--- config.mk ---
export PLATFORM = sky130hd
export DESIGN_NAME = leve1_fetch
export DESIGN_NICKNAME = d
export VERILOG_FILES = /design/src/rtl/leve1_fetch.sv
export SDC_FILE = /design/constraint.sdc
export NUM_CORES = 1
export LEC_CHECK = 0
export ABC_AREA = 1
export CAP_MARGIN = 15
export CELL_PAD_IN_SITES_DETAIL_PLACEMENT = 1
export CELL_PAD_IN_SITES_GLOBAL_PLACEMENT = 2
export CORE_MARGIN = 5
export CORE_UTILIZATION = 35
export CTS_BUF_LIST = sky130_fd_sc_hd__clkbuf_16
export DETAILED_ROUTE_END_ITERATION = 16
export PLACE_DENSITY = 0.84
export SETUP_SLACK_MARGIN = 0.2
export SLEW_MARGIN = 20
export SYNTH_ARGS = -nofsm -noshare
export SYNTH_HDL_FRONTEND = slang
export SYNTH_SLANG_ARGS = --single-unit
--- constraint.sdc ---
create_clock -name CLK -period 5.72 [get_ports CLK]
set_clock_uncertainty 0.15 [all_clocks]
set_input_delay 1.144 -clock CLK [delete_from_list [all_inputs] [get_ports CLK]]
set_output_delay 1.144 -clock CLK [all_outputs]
set_load 0.1 [all_outputs]
--- src/rtl/leve1_fetch.sv ---
// leve1_fetch: in-order fetch unit, 2-deep instruction queue, redirect handling.
// LEVE1_FETCH_BYPASS_EN: forward a response past an empty queue in the same cycle.
module leve1_fetch #(
  parameter int              XLEN     = 64,
  parameter logic [XLEN-1:0] RESET_PC = 64'h0000_0000_8000_0000,
  parameter int              QDEPTH   = 2
) (
  input  logic            CLK,
  input  logic            RSTn,
  output logic            IMEM_REQ,
  output logic [XLEN-1:0] IMEM_ADDR,
  input  logic            IMEM_GNT,
  input  logic            IMEM_RVALID,
  input  logic [31:0]     IMEM_RDATA,
  input  logic            FLUSH_VALID,
  input  logic [XLEN-1:0] FLUSH_PC,
  output logic            OVALID,
  output logic [XLEN-1:0] OPC,
  output logic [31:0]     OINSTR,
  input  logic            IREADY,
  output logic            IF_VALID,
  output logic            IF_READY,
  output logic [XLEN-1:0] IF_PC
);

  localparam logic [2:0]      CAP   = 3'(QDEPTH);
  localparam logic [XLEN-1:0] ALIGN = ~XLEN'(3);

  logic            req_q, req_d;
  logic            stale_q, stale_d;
  logic [XLEN-1:0] fpc_q, fpc_d;
  logic [XLEN-1:0] tgt_q, tgt_d;

  logic [XLEN-1:0] o_pc_q [2];
  logic [XLEN-1:0] o_pc_d [2];
  logic [1:0]      o_cnt_q, o_cnt_d;
  logic [1:0]      o_dsc_q, o_dsc_d;

  logic [XLEN-1:0] f_pc_q  [2];
  logic [XLEN-1:0] f_pc_d  [2];
  logic [31:0]     f_ins_q [2];
  logic [31:0]     f_ins_d [2];
  logic [1:0]      f_cnt_q, f_cnt_d;

  logic            flush, gnt_fire;
  logic            resp, resp_dsc, resp_ok;
  logic            push, push_ok, f_pop;
  logic [XLEN-1:0] resp_pc, fl_pc;
  logic [1:0]      f_cnt1, o_cnt1, o_dsc1;

  assign flush    = FLUSH_VALID;
  assign fl_pc    = FLUSH_PC & ALIGN;
  assign gnt_fire = req_q && IMEM_GNT;
  // responses with nothing outstanding belong to requests issued before reset
  assign resp     = IMEM_RVALID && (o_cnt_q != 2'd0);
  assign resp_dsc = flush || (o_dsc_q != 2'd0);
  assign resp_ok  = resp && !resp_dsc;
  assign resp_pc  = o_pc_q[0];
  assign f_pop    = IREADY && (f_cnt_q != 2'd0) && !flush;

`ifdef LEVE1_FETCH_BYPASS_EN
  logic byp;
  assign byp    = resp_ok && (f_cnt_q == 2'd0);
  assign OVALID = byp || (f_cnt_q != 2'd0);
  assign OPC    = byp ? resp_pc : f_pc_q[0];
  assign OINSTR = byp ? IMEM_RDATA : f_ins_q[0];
  assign push   = resp_ok && !(byp && IREADY);
`else
  assign OVALID = f_cnt_q != 2'd0;
  assign OPC    = f_pc_q[0];
  assign OINSTR = f_ins_q[0];
  assign push   = resp_ok;
`endif

  assign IMEM_REQ  = req_q;
  assign IMEM_ADDR = fpc_q;
  assign IF_VALID  = OVALID;
  assign IF_READY  = IREADY;
  assign IF_PC     = OPC;

  always_comb begin
    f_pc_d  = f_pc_q;
    f_ins_d = f_ins_q;
    f_cnt1  = f_cnt_q - {1'b0, f_pop};
    if (f_pop) begin
      f_pc_d[0]  = f_pc_q[1];
      f_ins_d[0] = f_ins_q[1];
    end
    push_ok = push && (f_cnt1 != 2'd2);
    if (push_ok) begin
      f_pc_d[f_cnt1[0]]  = resp_pc;
      f_ins_d[f_cnt1[0]] = IMEM_RDATA;
    end
    f_cnt_d = flush ? 2'd0 : f_cnt1 + {1'b0, push_ok};

    o_pc_d = o_pc_q;
    o_cnt1 = o_cnt_q - {1'b0, resp};
    o_dsc1 = o_dsc_q - {1'b0, resp && (o_dsc_q != 2'd0)};
    if (resp) o_pc_d[0] = o_pc_q[1];
    if (gnt_fire && (o_cnt1 != 2'd2)) o_pc_d[o_cnt1[0]] = fpc_q;
    o_cnt_d = o_cnt1 + {1'b0, gnt_fire};
    o_dsc_d = flush ? o_cnt_d
                    : o_dsc1 + {1'b0, gnt_fire && stale_q};

    // a pending ungranted request keeps its address; target waits in tgt
    fpc_d   = fpc_q;
    tgt_d   = tgt_q;
    stale_d = stale_q;
    if (flush) begin
      if (req_q && !IMEM_GNT) begin
        stale_d = 1'b1;
        tgt_d   = fl_pc;
      end else begin
        stale_d = 1'b0;
        fpc_d   = fl_pc;
      end
    end else if (gnt_fire) begin
      stale_d = 1'b0;
      fpc_d   = stale_q ? tgt_q : fpc_q + XLEN'(4);
    end

    req_d = (req_q && !IMEM_GNT)
         || (!flush && (({1'b0, f_cnt_d} + {1'b0, o_cnt_d}) < CAP));
  end

  always_ff @(posedge CLK or negedge RSTn) begin
    if (!RSTn) begin
      req_q   <= 1'b0;
      stale_q <= 1'b0;
      fpc_q   <= RESET_PC & ALIGN;
      tgt_q   <= '0;
      o_cnt_q <= 2'd0;
      o_dsc_q <= 2'd0;
      f_cnt_q <= 2'd0;
      for (int i = 0; i < 2; i++) begin
        o_pc_q[i]  <= '0;
        f_pc_q[i]  <= '0;
        f_ins_q[i] <= '0;
      end
    end else begin
      req_q   <= req_d;
      stale_q <= stale_d;
      fpc_q   <= fpc_d;
      tgt_q   <= tgt_d;
      o_cnt_q <= o_cnt_d;
      o_dsc_q <= o_dsc_d;
      f_cnt_q <= f_cnt_d;
      o_pc_q  <= o_pc_d;
      f_pc_q  <= f_pc_d;
      f_ins_q <= f_ins_d;
    end
  end

  a_fifo_ovf: assert property (@(posedge CLK) disable iff (!RSTn)
    !(push && (f_cnt1 == 2'd2)));
  a_outs_ovf: assert property (@(posedge CLK) disable iff (!RSTn)
    !(gnt_fire && (o_cnt1 == 2'd2)));

endmodule

# --- Word-level counts from Yosys, hierarchy flattened ---
# Index checks and enable logic that the tools add are counted.
op_classes:
  shift: 0
  muxes: 24
  div_mod_pow: 0
  n_reduce_logical: 24
  magnitude_cmp: 5
  addsub: 8
  n_mul: 0
  n_bitwise: 2
  eq_ne: 3
ops:
  columns: ["op", "n"]
  rows:
  - ["2-to-1 mux 64 bit", 9]
  - ["bitwise mux 128 bit", 2]
  - ["2-to-1 mux 128 bit", 2]
  - ["demux 64 bit (select 1 bit)", 2]
  - ["adder 64 x 3 -> 64 bit (second input constant)", 1]
  - ["bitwise mux 64 bit", 1]
  - ["2-to-1 mux 32 bit", 2]
  - ["demux 32 bit (select 1 bit)", 1]
  - ["logical AND 1 bit", 13]
  - ["nonzero test 2 bit", 4]
  - ["adder 2 x 1 -> 2 bit", 3]
  - ["inequality test 2 bit (second input constant)", 3]
  - ["subtractor 2 x 1 -> 2 bit", 3]
  - ["greater-or-equal comparator 2 bit (second input constant)", 2]
  - ["< comparator 2 x 1 -> 1 bit (second input constant)", 2]
  - ["2-to-1 mux 2 bit", 2]
  - ["NOT 1 -> 2 bit", 2]
  - ["AND reduction 2 bit", 2]
  - ["adder 2 x 2 -> 3 bit", 1]
  - ["zero test 1 bit", 3]
  - ["< comparator 3 x 2 -> 1 bit (second input constant)", 1]
  - ["2-to-1 mux 1 bit", 3]
  - ["logical OR 1 bit", 2]
word_totals:
  memories: 0
  mem_bits_rw: 0
  register_bits: 454
  in_bits: 102
  mem_bits_ro: 0
  word_cells: 79
  latch_bits: 0

# --- Longest topological paths before layout ---
depth:
  depth_word: 12
  mapped_depth: 13

# --- Worst setup path after synthesis ---
# Ideal clock, no wire load.
synth_timing:
  path_type: "input-to-reg"
  startpoint: "input FLUSH_VALID"
  endpoint: "register req_q, in the netlist IMEM_REQ"
  cell_stages: 13
  t_arrival_ps: 3510
  n_path_buf: 3
  path_slack_ps: 1959
  setup_ps: 101
  t_required_ps: 5469
  path_cell_list: "clkinv_2 nand2_2 a21oi_4 buf_2 clkbuf_1 ha_1 inv_1 clkbuf_1 nand2_1 o21ai_0 a21oi_1 fa_1 o32ai_1"
synth_between:
  elab_chain_len: 11
synth_lines:
  columns: ["element", "line", "source"]
  rows:
  - ["from (decl)", "15", "input logic FLUSH_VALID,"]
  - ["zero test 1 bit", "59", "assign f_pop = IREADY && (f_cnt_q != 2'd0) && !flush;"]
  - ["logical AND 1 bit", "59", null]
  - ["subtractor 2 x 1 -> 2 bit", "84", "f_cnt1 = f_cnt_q - {1'b0, f_pop};"]
  - ["inequality test 2 bit", "89", "push_ok = push && (f_cnt1 != 2'd2);"]
  - ["logical AND 1 bit", "89", null]
  - ["adder 2 x 1 -> 2 bit", "94", "f_cnt_d = flush ? 2'd0 : f_cnt1 + {1'b0, push_ok};"]
  - ["2-to-1 mux 2 bit (*)", "94", null]
  - ["net f_cnt_d[1]", "43", "logic [1:0] f_cnt_q, f_cnt_d;"]
  - ["adder 2 x 2 -> 3 bit (*)", "123", "|| (!flush && (({1'b0, f_cnt_d} + {1'b0, o_cnt_d}) < CAP));"]
  - ["< comparator 3 x 2 -> 1 bit (*)", "123", null]
  - ["logical AND 1 bit (*)", "123", null]
  - ["logical OR 1 bit (*)", "123", null]
  - ["net req_d", "29", "logic req_q, req_d;"]
  - ["to (signal assigned)", "141", "req_q <= req_d;"]
  - ["to (decl)", "29", null]
# Mark *: on every way through the listed nets, which the timed path passes. The rest lies on a longest branch.
# A chain may end at the register's enable or synchronous reset.

==> summary.md <==
| Metric | Value |
|---|---|
| Status | completed |
| GPL Wtd Cong | 0.8805 |
| Dominant combinational cell family by area after synthesis | simple AND/OR/NAND/NOR gates |
| Cell Area, Synth | between 0.02 and 0.025 mm² |
| Total of hold buffers inserted after clock tree synthesis | 0 |
| Layout area overhead | 18.75% |
| Maximum clock frequency | 236.4 MHz |
| Vias in the first global route | slightly above 20000 |
| Arrival time worst endpoint | roughly 4.6 ns |
| Global Route met3 Usage | between 3 and 4% |
| Initial antenna violation count | 0 |
| Crit Path Class | in -> reg |
| Final Net Count | 3078 |
| Crit path max-delay cell type | buf_4 |
| Initial core utilization | 35.26% |
| Number of hold-slack violations in the final timing report | 0 |
| Area taken by flip-flops and latches | 0.01126 mm² |
| Xor/xnor share of the synthesized area | 0.8507% |
| Floorplan core area | 0.06423 mm² |
| Global route total overflow | 0 |
| CTS H-tree lvls | 2 |
| Total of buffers placed on input and output ports | 325 |
| R2r worst-path depth | 9 |
| Global-route track usage on met1 | 30.04% |
| Top cell by count, worst path | buf_4 |
| Placed cell areas | 0.02539 mm² |
| Number of placed I/O pins | 330 |
| Cell-by-cell trace of the critical path | clkdlybuf4s50_1 -> o21ai_4 -> buf_4 -> clkinv_1 -> ha_1 -> xnor2_1 -> nand3_4 -> buf_4 -> o21ai_0 -> o22ai_1 |
| Die area | 0.06990 mm² |
| Total wirelength of the detailed-routed design | between 70000 and 80000 µm |
| Number of distinct library cells after synthesis | 34 |
| Ys flop type | dfrtp_1 |
| Insertion delay of the later-clocked pin in the worst-skew pair | 0.60 ns |
| Critical R2R Launch | o_cnt_q[1] |
| Final Max Tran Viols | 0 |
| Resized Gates After CTS | 0 |
| Number of enable flip-flop cells after synthesis | 0 |
| Transition at the pin with the smallest max-transition slack | around 1.1 ns |
| Max cap viols | 0 |
| Hold slack | 0.3223 ns |
| Share of async-settable or async-resettable flops after synthesis | 100.0% |
| Maximum clock path buffer count | 3 |
| Final min period | 4.229 ns |
| Hold Path End | f_ins_q[16] |
| FF-to-FF End | resp_pc[49] |
| HPWL after detailed placement | 53190 µm |
| Synth Area in Simple Gates | 20.21% |
| Crit end category | register |
| Cell count after synthesis | 2880 |
| Global-route wire length before repair | 119800 µm |
| Endpoints failing setup | 0 |
| Slew Limit Headroom | 28.12% |
| Hold Crit Class | reg -> reg |
| Number of vias per cell | 5.056 |
| Avg Synthesized Cell Area | 7.865 µm² |
| Adder and majority cell fraction of the synthesized area | 0.4751% |
| GRT Resource Usage Total | 21.23% |
| Multi-input combinational cell area | 0.008588 mm² |
| Number of stages on the worst hold path | 2 |
| Number of setup buffers added after CTS | 0 |
| Number of filler cells placed in the layout | 7652 |
| Fraction of the yosys area taken by sequential cells | a little under 50% |
| Num CTS Buffers | 51 |
| Number of warnings issued by yosys | 0 |
| Maximum fanout along the worst path | between 90 and 100 |
| Type of element launching the critical path | primary input |
| Via total after detailed routing | 19500 |
| Most common cell after layout, fill and taps aside | nand2_1 |
| Register bit total from synthesis | between 400 and 500 |
| Vert. Die Dim | approximately 260 µm |
| Detailed router's first-iteration violation count | around 1300 |
| Required @ worst endpoint | 6.07 ns |
| Die boundary width | 264.4 µm |
| Clock transition time at the flip-flop clock pins of the worst setup and hold paths | 0.06 ns |
| R2R Setup Slk | 2.05 ns |
| Most frequent cells in the layout | nand2_1, dfrtp_1, o21ai_0 |
| Clock tree from TritonCTS | built |
| Clock root buffer master | clkbuf_16 |
| DR pass1 iterations | 5 |
| Final period util | about three quarters |
| Pin count of the biggest net entering global routing | about 120 |
| RSZ-0062 raised after global routing | no |
| DRC violation count after routing | 0 |
| Post-route standard cell area excluding fillers | 0.02690 mm² |
| Accumulated negative setup slack | 0 ns |
| HP Start | f_ins_q[16] |
| Layer carrying the most global-route usage | met2 |
| Portion of netlist area occupied by mux cells | under 10% |
| Met2 Resource Use GR | 34.57% |
| Complex-gate fraction of the synthesized area | ~14% |
| Number of placement rows | 93 |
| Number of routed nets with antenna violations | 0 |
| CTS sink count | 450 |
| Share of final-layout standard cells stronger than drive strength 1 | just over 4% |
| Average wire per standard cell | 19.77 µm |
| Longest individual stage delay on the worst path | approximately 0.70 ns |
[kinds of logic (layout without fill, tap and decap cells)]
group,after synthesis,after routing
compound gates,628,628
xor+xnor,22,22
fa+ha+maj,8,8
buf+inv,567,686
flops,450,450
mux,41,41
other cells,1,4
simple gates,1163,1163
[metal layers]
layer / vias up / share of wire (%)
li1: 9240 / -
met1: 9783 / 48
met2: 390 / 46
met3: 89 / 3.7
met4: 0 / 2.5
met5: - / 0
[worst max path at each step]
stage | start | endpoint | slack [ns] | depth (start not counted)
final | IMEM_RVALID | resp_pc[49] | 1.49 | 10
after global routing | IMEM_RVALID | resp_pc[43] | 1.21 | 10
after CTS | IMEM_RVALID | resp_pc[35] | 1.49 | 10
after detailed placement | IMEM_RVALID | resp_pc[49] | 0.89 | 10
after global placement | IMEM_RVALID | resp_pc[44] | 0.98 | 10
after floorplan | FLUSH_VALID | IMEM_REQ | 1.96 | 13
[cell type report]
type / count / area share [%]
antenna: 2 / 0.01861
multi-input combinational: 1864 / 31.93
clock inverter: 32 / 0.6512
timing repair buffer: 351 / 13.12
tap: 855 / 3.977
inverter: 250 / 3.498
clock buffer: 53 / 4.931
sequential: 450 / 41.87
[synth_stat cells (all sizes together) (3+ instances only)]
cell | n | area, µm²
a21oi | 107 | 546.8
a31oi | 3 | 18.77
buf | 205 | 1499
clkbuf | 112 | 420.4
clkinv | 3 | 12.51
dfrtp | 449 | 11240
ha | 7 | 87.58
inv | 247 | 927.1
mux2 | 10 | 112.6
mux2i | 31 | 310.3
nand2 | 864 | 3248
nand3 | 123 | 615.6
nand4 | 5 | 31.28
nor2 | 169 | 656.9
o211ai | 4 | 30.03
o21ai | 471 | 2357
o22ai | 42 | 262.8
xnor2 | 5 | 43.79
xor2 | 17 | 148.9
[worst max-delay path: cells and delay by family]
kind            cells  cell delay, ns
fa+ha+maj           1            0.25
buf+inv             4            2.06
simple gates        1            0.30
compound gates      3            0.54
xor+xnor            1            0.19
[state kept, by name (all words and copies together) (netlist names)]
name and count:
IF_PC 64, IMEM_ADDR 62, IMEM_REQ 1, OINSTR 32
f_cnt_q 2, f_ins_q 32, f_pc_q 64, o_cnt_q 2
o_dsc_q 2, o_pc_q 62, resp_pc 64, stale_q 1
tgt_q 62
[stage by stage]
stage	std cells	worst slack, ns	util (%)
final	3857	1.491	41.88
after detailed placement	3770	0.8940	39.53
after global routing	3855	1.211	41.87
after floorplan	2881	1.959	-
after CTS	3855	1.487	41.86
after global placement	3769	0.9760	39.49
Power is not shown: default switching activity piles up to over one toggle a cycle in this logic, so the estimate is an artifact.
